==> src/rtl/uart_pkg.sv <==
// Shared UART definitions: TX FSM states, parity selectors, minimum character length.
// No logic; types and constants only.
// Reused by the receiver, so keep it free of TX-only parameters.
package uart_pkg;

  typedef enum logic [2:0] {
    ST_IDLE   = 3'd0,
    ST_START  = 3'd1,
    ST_DATA   = 3'd2,
    ST_PARITY = 3'd3,
    ST_STOP   = 3'd4
  } uart_tx_state_t;

  localparam logic PAR_EVEN = 1'b0;
  localparam logic PAR_ODD  = 1'b1;

  localparam int MIN_DATA_BITS = 5;

endpackage

==> src/rtl/uart_sync_fifo.sv <==
// Synchronous FIFO with level output; pointers carry an extra wrap bit for full detection.
// Latency: a push is visible on pop_data/level the cycle after the write edge.
// Backpressure: pushes while full and pops while empty are ignored.
module uart_sync_fifo #(
  parameter int WIDTH = 8,
  parameter int DEPTH = 4
) (
  input  logic                       clk,
  input  logic                       reset_n,
  input  logic                       push,
  input  logic [WIDTH-1:0]           push_data,
  input  logic                       pop,
  output logic [WIDTH-1:0]           pop_data,
  output logic                       full,
  output logic                       empty,
  output logic [$clog2(DEPTH+1)-1:0] level
);

  localparam int AW = $clog2(DEPTH);

  logic [WIDTH-1:0] mem [DEPTH];
  logic [AW:0]      wr_ptr;
  logic [AW:0]      rd_ptr;
  logic             do_push;
  logic             do_pop;

  assign do_push  = push && !full;
  assign do_pop   = pop && !empty;
  assign empty    = (wr_ptr == rd_ptr);
  assign full     = (wr_ptr[AW] != rd_ptr[AW]) && (wr_ptr[AW-1:0] == rd_ptr[AW-1:0]);
  assign level    = wr_ptr - rd_ptr;
  assign pop_data = mem[rd_ptr[AW-1:0]];

  // Storage array; contents need no reset since the pointers define validity.
  always_ff @(posedge clk) begin
    if (do_push) mem[wr_ptr[AW-1:0]] <= push_data;
  end

  // Read/write pointers.
  always_ff @(posedge clk or negedge reset_n) begin
    if (!reset_n) begin
      wr_ptr <= '0;
      rd_ptr <= '0;
    end else begin
      if (do_push) wr_ptr <= wr_ptr + 1'b1;
      if (do_pop)  rd_ptr <= rd_ptr + 1'b1;
    end
  end

endmodule

==> src/rtl/uart_tx_buffered.sv <==
// Buffered UART transmitter: FIFO feeds a start/data/parity/stop framer with a baud divider.
// Latency: push into an idle empty block -> start bit on the line two edges later.
// Backpressure: wr_ready = !full; frames run back-to-back while the FIFO has words.
module uart_tx_buffered
  import uart_pkg::*;
#(
  parameter int DATA_WIDTH = 8,
  parameter int FIFO_DEPTH = 4,
  parameter int DIV_WIDTH  = 16
) (
  input  logic                              clk,
  input  logic                              reset_n,
  input  logic [DIV_WIDTH-1:0]              baud_div,
  input  logic [$clog2(DATA_WIDTH+1)-1:0]   cfg_data_bits,
  input  logic                              par_en,
  input  logic                              par_type,
  input  logic                              stop2,
  input  logic                              wr_valid,
  input  logic [DATA_WIDTH-1:0]             wr_data,
  output logic                              wr_ready,
  output logic                              ser_data_out,
  output logic                              busy,
  output logic [$clog2(FIFO_DEPTH+1)-1:0]   fifo_level
);

  localparam int BW = $clog2(DATA_WIDTH+1);

  localparam logic [BW-1:0]        MIN_BITS = BW'(MIN_DATA_BITS);
  localparam logic [BW-1:0]        MAX_BITS = BW'(DATA_WIDTH);
  localparam logic [DIV_WIDTH-1:0] MIN_DIV  = DIV_WIDTH'(2);

  uart_tx_state_t          state_q, state_d;
  logic                    fifo_full, fifo_empty, pop;
  logic [DATA_WIDTH-1:0]   head;
  logic [DIV_WIDTH-1:0]    div_eff, div_q, tmr_q;
  logic [BW-1:0]           bits_eff, bits_q, bit_cnt_q;
  logic [DATA_WIDTH-1:0]   data_mask, sh_q;
  logic                    par_calc, par_q, par_en_q, stop2_q;
  logic                    bit_end, last_data, last_stop, line_d;

  assign wr_ready = !fifo_full;

  uart_sync_fifo #(.WIDTH(DATA_WIDTH), .DEPTH(FIFO_DEPTH)) u_fifo (
    .clk       (clk),
    .reset_n   (reset_n),
    .push      (wr_valid),
    .push_data (wr_data),
    .pop       (pop),
    .pop_data  (head),
    .full      (fifo_full),
    .empty     (fifo_empty),
    .level     (fifo_level)
  );

  // Clamp the live configuration and pre-compute parity of the head word for latching at pop.
  always_comb begin
    div_eff   = (baud_div < MIN_DIV) ? MIN_DIV : baud_div;
    bits_eff  = (cfg_data_bits < MIN_BITS) ? MIN_BITS :
                (cfg_data_bits > MAX_BITS) ? MAX_BITS : cfg_data_bits;
    data_mask = ~({DATA_WIDTH{1'b1}} << bits_eff);
    par_calc  = (^(head & data_mask)) ^ (par_type == PAR_ODD);
  end

  assign bit_end   = (tmr_q == div_q - 1'b1);
  assign last_data = (bit_cnt_q == bits_q - 1'b1);
  assign last_stop = (bit_cnt_q == {{(BW-1){1'b0}}, stop2_q});

  // State register.
  always_ff @(posedge clk or negedge reset_n) begin
    if (!reset_n) state_q <= ST_IDLE;
    else          state_q <= state_d;
  end

  // Next state, FIFO pop strobe and the line level for the current state.
  always_comb begin
    state_d = state_q;
    pop     = 1'b0;
    line_d  = 1'b1;
    case (state_q)
      ST_IDLE: begin
        if (!fifo_empty) begin
          state_d = ST_START;
          pop     = 1'b1;
        end
      end
      ST_START: begin
        line_d = 1'b0;
        if (bit_end) state_d = ST_DATA;
      end
      ST_DATA: begin
        line_d = sh_q[0];
        if (bit_end && last_data) state_d = par_en_q ? ST_PARITY : ST_STOP;
      end
      ST_PARITY: begin
        line_d = par_q;
        if (bit_end) state_d = ST_STOP;
      end
      ST_STOP: begin
        if (bit_end && last_stop) begin
          if (!fifo_empty) begin
            state_d = ST_START;
            pop     = 1'b1;
          end else begin
            state_d = ST_IDLE;
          end
        end
      end
      default: state_d = ST_IDLE;
    endcase
  end

  // Frame datapath: config latch at pop, bit timer, bit counter, shifter, registered outputs.
  always_ff @(posedge clk or negedge reset_n) begin
    if (!reset_n) begin
      ser_data_out <= 1'b1;
      busy         <= 1'b0;
      div_q        <= MIN_DIV;
      tmr_q        <= '0;
      bits_q       <= MIN_BITS;
      bit_cnt_q    <= '0;
      sh_q         <= '0;
      par_q        <= 1'b0;
      par_en_q     <= 1'b0;
      stop2_q      <= 1'b0;
    end else begin
      ser_data_out <= line_d;
      busy         <= (state_q != ST_IDLE) || !fifo_empty;
      if (pop) begin
        div_q     <= div_eff;
        bits_q    <= bits_eff;
        par_en_q  <= par_en;
        stop2_q   <= stop2;
        par_q     <= par_calc;
        sh_q      <= head;
        tmr_q     <= '0;
        bit_cnt_q <= '0;
      end else if (state_q != ST_IDLE) begin
        tmr_q <= bit_end ? '0 : tmr_q + 1'b1;
        if (bit_end) begin
          bit_cnt_q <= (state_d != state_q) ? '0 : bit_cnt_q + 1'b1;
          if (state_q == ST_DATA) sh_q <= sh_q >> 1;
        end
      end
    end
  end

endmodule

==> config.mk <==
export PLATFORM = sky130hd
export DESIGN_NAME = uart_tx_buffered
export DESIGN_NICKNAME = d
export VERILOG_FILES = /design/src/rtl/uart_pkg.sv /design/src/rtl/uart_sync_fifo.sv /design/src/rtl/uart_tx_buffered.sv
export SDC_FILE = /design/constraint.sdc
export NUM_CORES = 1
export LEC_CHECK = 0
export ABC_CLOCK_PERIOD_IN_PS = 3100
export CORE_ASPECT_RATIO = 1.1
export CORE_MARGIN = 5
export CORE_UTILIZATION = 53
export DETAILED_ROUTE_END_ITERATION = 6
export PLACE_DENSITY = 0.85
export SYNTH_ARGS = -nofsm -noshare
export SYNTH_HDL_FRONTEND = slang
export SYNTH_HIERARCHICAL = 1
export SYNTH_SLANG_ARGS = --single-unit
==> constraint.sdc <==
create_clock -name clk -period 3.1 [get_ports clk]
set_clock_uncertainty 0.2 [all_clocks]
set_input_delay 0.31 -clock clk [delete_from_list [all_inputs] [get_ports clk]]
set_output_delay 0.31 -clock clk [all_outputs]
set_load 0.02 [all_outputs]
-- Word level (Yosys, flattened, before mapping)
Memories as Yosys holds them, arrays and structs flattened.
Index checks and enable logic that the tools add are counted.
- shift operators: 1
- eq/ne operators: 11
- reductions and logical operators: 16
- bitwise logic cells: 3
- $lt $le $gt $ge: 3
- multiplexer cells: 28
- add/subtract/negate cells: 7
- operators by type and width (kind ; number):
    2-to-1 mux 16 bit ; 4
    2-to-1 mux 8 bit ; 4
    2-to-1 mux 4 bit ; 6
    2-to-1 mux 3 bit ; 6
    adder 16 x 1 -> 16 bit, second input constant ; 1
    equality test 16 bit ; 1
    less-than comparator 16 x 2 -> 1 bit, second input constant ; 1
    subtractor 16 x 1 -> 16 bit, second input constant ; 1
    case mux 3 bit (5 select lines) ; 1
    bitwise AND 8 bit ; 1
    NOT 8 bit ; 1
    parity 8 bit ; 1
    << shifter 8 x 4 -> 8 bit, first input constant ; 1
    adder 3 x 1 -> 3 bit, second input constant ; 2
    equality test 3 x 2 -> 1 bit, second input constant ; 2
    nonzero test 2 bit ; 3
    logical AND 1 bit ; 5
    2-to-1 mux 1 bit ; 5
    adder 4 x 1 -> 4 bit, second input constant ; 1
    equality test 4 x 1 -> 1 bit ; 1
    equality test 4 bit ; 1
    greater-than comparator 4 bit, second input constant ; 1
    less-than comparator 4 x 3 -> 1 bit, second input constant ; 1
    subtractor 4 x 1 -> 4 bit, second input constant ; 1
    other kinds (16) ; 17
- bits in writable memories: 32
- output and inout port bits: 6
- bits of input ports: 34
- bits in registers: 62
- memories kept: 1
- memories (name ; depth ; bits a word ; rd ports ; clocked after Yosys merged registers in ; wr ports ; RTL line ; text):
    u_fifo.mem ; 4 ; 8 ; 1 ; 0 ; 1 ; uart_sync_fifo.sv:21 ; logic [WIDTH-1:0] mem [DEPTH];

-- Logic depth before layout (Yosys ltp)
- depth in word-level cells: 10
- depth in mapped cells: 13

-- Cells and area by module
Netlist, hierarchy kept.
- modules (own cells, without submodules) (module ; cells each ; area each (µm²) ; times used):
    uart_tx_buffered ; 339 ; 3504.6 ; 1
    uart_sync_fifo ; 87 ; 1611.5 ; 1

-- Worst setup path before layout
Ideal clock, no wire load.
- kind: register to register
- from: register div_q[8]
- to: register u_fifo.rd_ptr[1]
- cell stages (with the launch flop): 11
- arrival time: 2.974 ns
- setup slack: -0.199 ns
- path buffers: 1
- setup time: 0.125 ns
- path through: dfrtp_1 > or4_1 > or3_1 > a2111o_1 > a211oi_2 > and4_4 > a21oi_4 > inv_6 > buf_12 > o21ai_2 > mux2_4
- word-level cells in the longest chain between the ends: 6
- ends and longest elaborated chain (element ; RTL line ; text):
    start, declared ; uart_tx_buffered.sv:35 ; logic [DIV_WIDTH-1:0] div_eff, div_q, tmr_q;
    start signal, assigned ; uart_tx_buffered.sv:129 ; div_q <= div_eff;
    subtractor 16 x 1 -> 16 bit ; uart_tx_buffered.sv:64 ; assign bit_end = (tmr_q == div_q - 1'b1);
    equality test 16 bit ; uart_tx_buffered.sv:64 ;
    logical AND 1 bit ; uart_tx_buffered.sv:99 ; if (bit_end && last_stop) begin
    2-to-1 mux 1 bit ; uart_tx_buffered.sv:99 ;
    case mux 1 bit (2 select lines) ; uart_tx_buffered.sv:79 ; case (state_q)
    via pop ; uart_tx_buffered.sv:33 ; logic fifo_full, fifo_empty, pop;
    logical AND 1 bit ; uart_sync_fifo.sv:28 ; assign do_pop = pop && !empty;
    end signal, assigned ; uart_sync_fifo.sv:46 ; if (do_pop) rd_ptr <= rd_ptr + 1'b1;
    end, declared ; uart_sync_fifo.sv:23 ; logic [AW:0] rd_ptr;
The timed path passes the listed nets, and every way through them passes these cells.
A chain may end at the register's enable or synchronous reset.

-- Final worst setup path
- from: register div_q[11]
- to: register div_q[3]
- word-level cells in the longest chain between the ends: 5
- ends and longest elaborated chain (element ; RTL line):
    subtractor 16 x 1 -> 16 bit ; uart_tx_buffered.sv:64
    equality test 16 bit ; uart_tx_buffered.sv:64
    logical AND 1 bit ; uart_tx_buffered.sv:99
    2-to-1 mux 1 bit ; uart_tx_buffered.sv:99
    case mux 1 bit (2 select lines) ; uart_tx_buffered.sv:79
Every way passes these cells.

==> out/qor.yml <==
run_status:
  outcome: "finished with violations"
  violations: "negative setup slack"
placed_design:
  place_ws_ns: -0.170
  io_buffers: 39
  gp_congestion: 0.937
  dp.cells: 601
  dp_hpwl_mm: 7.84
yosys:
  synth_top_area_share_pct: 28.4
  syn-num-nets: 472
  syn_area_per_cell_um2: 12.0
  synth.yosys.warnings: 6
  yosys.area.top_type: "dfrtp_1"
  synth_edf_count: 32
  synthTopCellsByArea: "dfrtp_1 (28%), edfxtp_1 (19%), mux2_4 (4.7%), xor2_1 (4.3%), xnor2_1 (3.9%)"
  netlist_area_mm2: 0.00512
  yosysUniqueCellTypes: 73
  synth_commonest_cells: "dfrtp_1 (58), nor2_1 (33), edfxtp_1 (32)"
  ys.flop_type: "dfrtp_1"
  synth_most_common_cell: "dfrtp_1"
  synth_cells: 426
  ys_async_sr_fraction_pct: 66.0
  synth-seq-cells: 94
  synth_seq_area_share_pct: 49.2
routing:
  wirelength_mm: 11.7
  drc: 0
  drt-initial-drc-count: 240
  avgViaCountPerCell: 5.93
  dr.pass1.iters: 5
  route.vias.total: 3710
  post_drt_wl_per_cell_um: 18.7
  antenna_left: 0
die:
  fp.dieH_um: 113
  die_area_mm2: 0.0117
  chipWidth_um: 104
  rows: 37
  num_io_pins: 40
  core_mm2: 0.00940
  initial_utilization_pct: 54.4
layout:
  finalNetCount: 550
  area.growth.synth_to_final_pct: 24.6
  n_fill_cell: 651
  final_layout_size_suffix_gt1_share_pct: 30.5
  instances_no_fill: 626
  num_antenna_cells: 0
setup_path:
  arrival_ns: 3.31
  max_stage_delay_ns: 0.55
  crit_required_ns: 3.17
  criticalPathCategory: "reg2reg"
  cp_slowest_cell: "or4_4"
  startpoint_type: "flop"
  cp_cell_sequence: "or4_4 > or3_4 > a2111o_1 > a211oi_2 > and4_4 > a21oi_4 > clkinv_4 > clkbuf_16 > mux2_4"
  end_kind: "flop"
  crit_fanout: 6
sta:
  clock.fmax_ghz: 0.308
  relSlewSlack_pct: 40.8
  period_needed_ns: 3.24
  finalSetupTns_ns: -2.84
  drv_slew: 0
  hold_violations: 0
  worst_slew_pin_slew_ns: 0.885
  rsz0062_at_grt: "yes"
  worst_slack_ns: -0.144
  finalCritPeriodShare_pct: 105
  setup_violations: 32
cts:
  cts_root_buffer: "clkbuf_8"
  clk_latency_ns: 0.38
  cts_tree: "done"
  clkSlewWorstSetupHoldPaths_ns: 0.10
  clock_path_buffers: 2
  h-tree-depth: 3
  numCtsBuffers: 9
  cts_sinks: 94
grt:
  grt_first_pass_wirelength_mm: 18.2
  grt_pass1_vias: 3820
  grt_overflow: 0
  grtUsageTotal_pct: 19.2
  grt_max_degree: 63
  antenna_found_initial: 0
run:
  maxCapViolCount: 0
power:
  p_leak_nw: 2.60
  power_density_mw_per_mm2: 932
  irDropWorstVdd_uv: 1150
hold_path:
  hp-class: "in2reg"
-- power by group --
part	switching (mW)	total [mW]	internal [mW]
registers	0.339	2.04	1.70
logic	1.48	3.09	1.61
clock network	0.498	0.815	0.316
total	2.32	5.94	3.62
-- cells in the final DEF, fill, tap and decap left out, drive strengths merged, types with 4 or more instances in the layout --
master         count
and3               9
mux4               8
nor4              12
nand2             24
edfxtp            32
o31ai              4
xnor2             23
dfrtp             58
buf               44
nand2b             4
dfstp              4
o21ai             15
mux2              22
o221a              7
xor2              26
a21oi              5
nand4              7
nand3              6
inv               27
ha                11
clkbuf            10
mux2i              8
nor2b              4
o211ai             4
clkdlybuf4s50     38
nor3               8
nor2              34
-- registers in the layout, indices dropped and copies added, names as in the netlist --
register and count:
bit_cnt_q 4, busy 1, div_q 16, par_q 1
tmr_q 16, u_fifo/rd_ptr 3, sh_q 8, bits_q 4
u_fifo/wr_ptr 3, ser_data_out 1, state_q 3, par_en_q 1
stop2_q 1, u_fifo/mem 32
-- cell families (layout without fill, tap and decap cells) --
family / count (synthesis) / after routing / share of synthesized area, %
compound gates: 64 / 64 / 10.1
xor+xnor: 49 / 49 / 8.54
fa+ha+maj: 12 / 12 / 3.08
buf+inv: 41 / 124 / 4.79
flops: 94 / 94 / 49.2
mux: 38 / 38 / 11.1
simple gates: 128 / 128 / 13.1
-- path summary, 6_finish.rpt --
check                           slack [ns]          endpoint  cells after the start        startpoint
worst max-delay path                 -0.14          div_q[3]                      9         div_q[11]
worst min-delay path                  0.30          div_q[0]                      3       baud_div[0]
worst max register to register       -0.14          div_q[3]                      9         div_q[11]
worst min register to register        0.34  u_fifo/wr_ptr[0]                      1  u_fifo/wr_ptr[0]
max in group asynchronous             1.75          tmr_q[6]                      3           reset_n
min in group asynchronous             0.43         div_q[12]                      3           reset_n
-- per-stage QoR --
stage	util [%]	cell area (um2)	hold slack, ns	power (mW)
floorplan	-	5120	-0.186	3.93
global placement	61.7	5800	0.300	4.65
detailed placement	61.7	5800	0.308	4.76
CTS	64.6	6070	0.295	5.64
global route	67.8	6370	0.324	6.29
finish	67.8	6370	0.298	5.94
-- per-layer routing --
metal  GRT usage, %  share of wire (%)
met5              0                  0
met3           4.05                4.4
met1           23.2                 41
met4           6.65                2.2
met2           34.1                 52
-- worst max-delay path: cells and delay by family (launching register included) --
family | cells | cell delay [ns]
AO/OA/AOI/OAI | 3 | 0.74
buffers and inverters | 2 | 0.30
flip-flops | 1 | 0.39
multiplexers | 1 | 0.30
AND/OR/NAND/NOR | 3 | 1.20
-- what timing repair did --
item | in CTS | in global routing
setup endpoints to repair | 34 | 55
resized for setup | 8 | 63
hold buffers | 1 | 0
cloned | 0 | 2
pin swaps | 0 | 22
endpoints found under the hold margin | 58 | 0
buffers inserted | 5 | 4
-- area by class of cell --
cell class | instances | area, um2 | share of cell area (%)
repair buffers | 84 | 802 | 12.6
well taps | 117 | 146 | 2.30
clock buffers | 9 | 124 | 1.94
clock inverters | 7 | 75.1 | 1.18
flip-flops and latches | 94 | 2520 | 39.5
inverters | 24 | 95.1 | 1.49
multi-input cells | 291 | 2610 | 41.0
(Power assumes the default switching activity.)
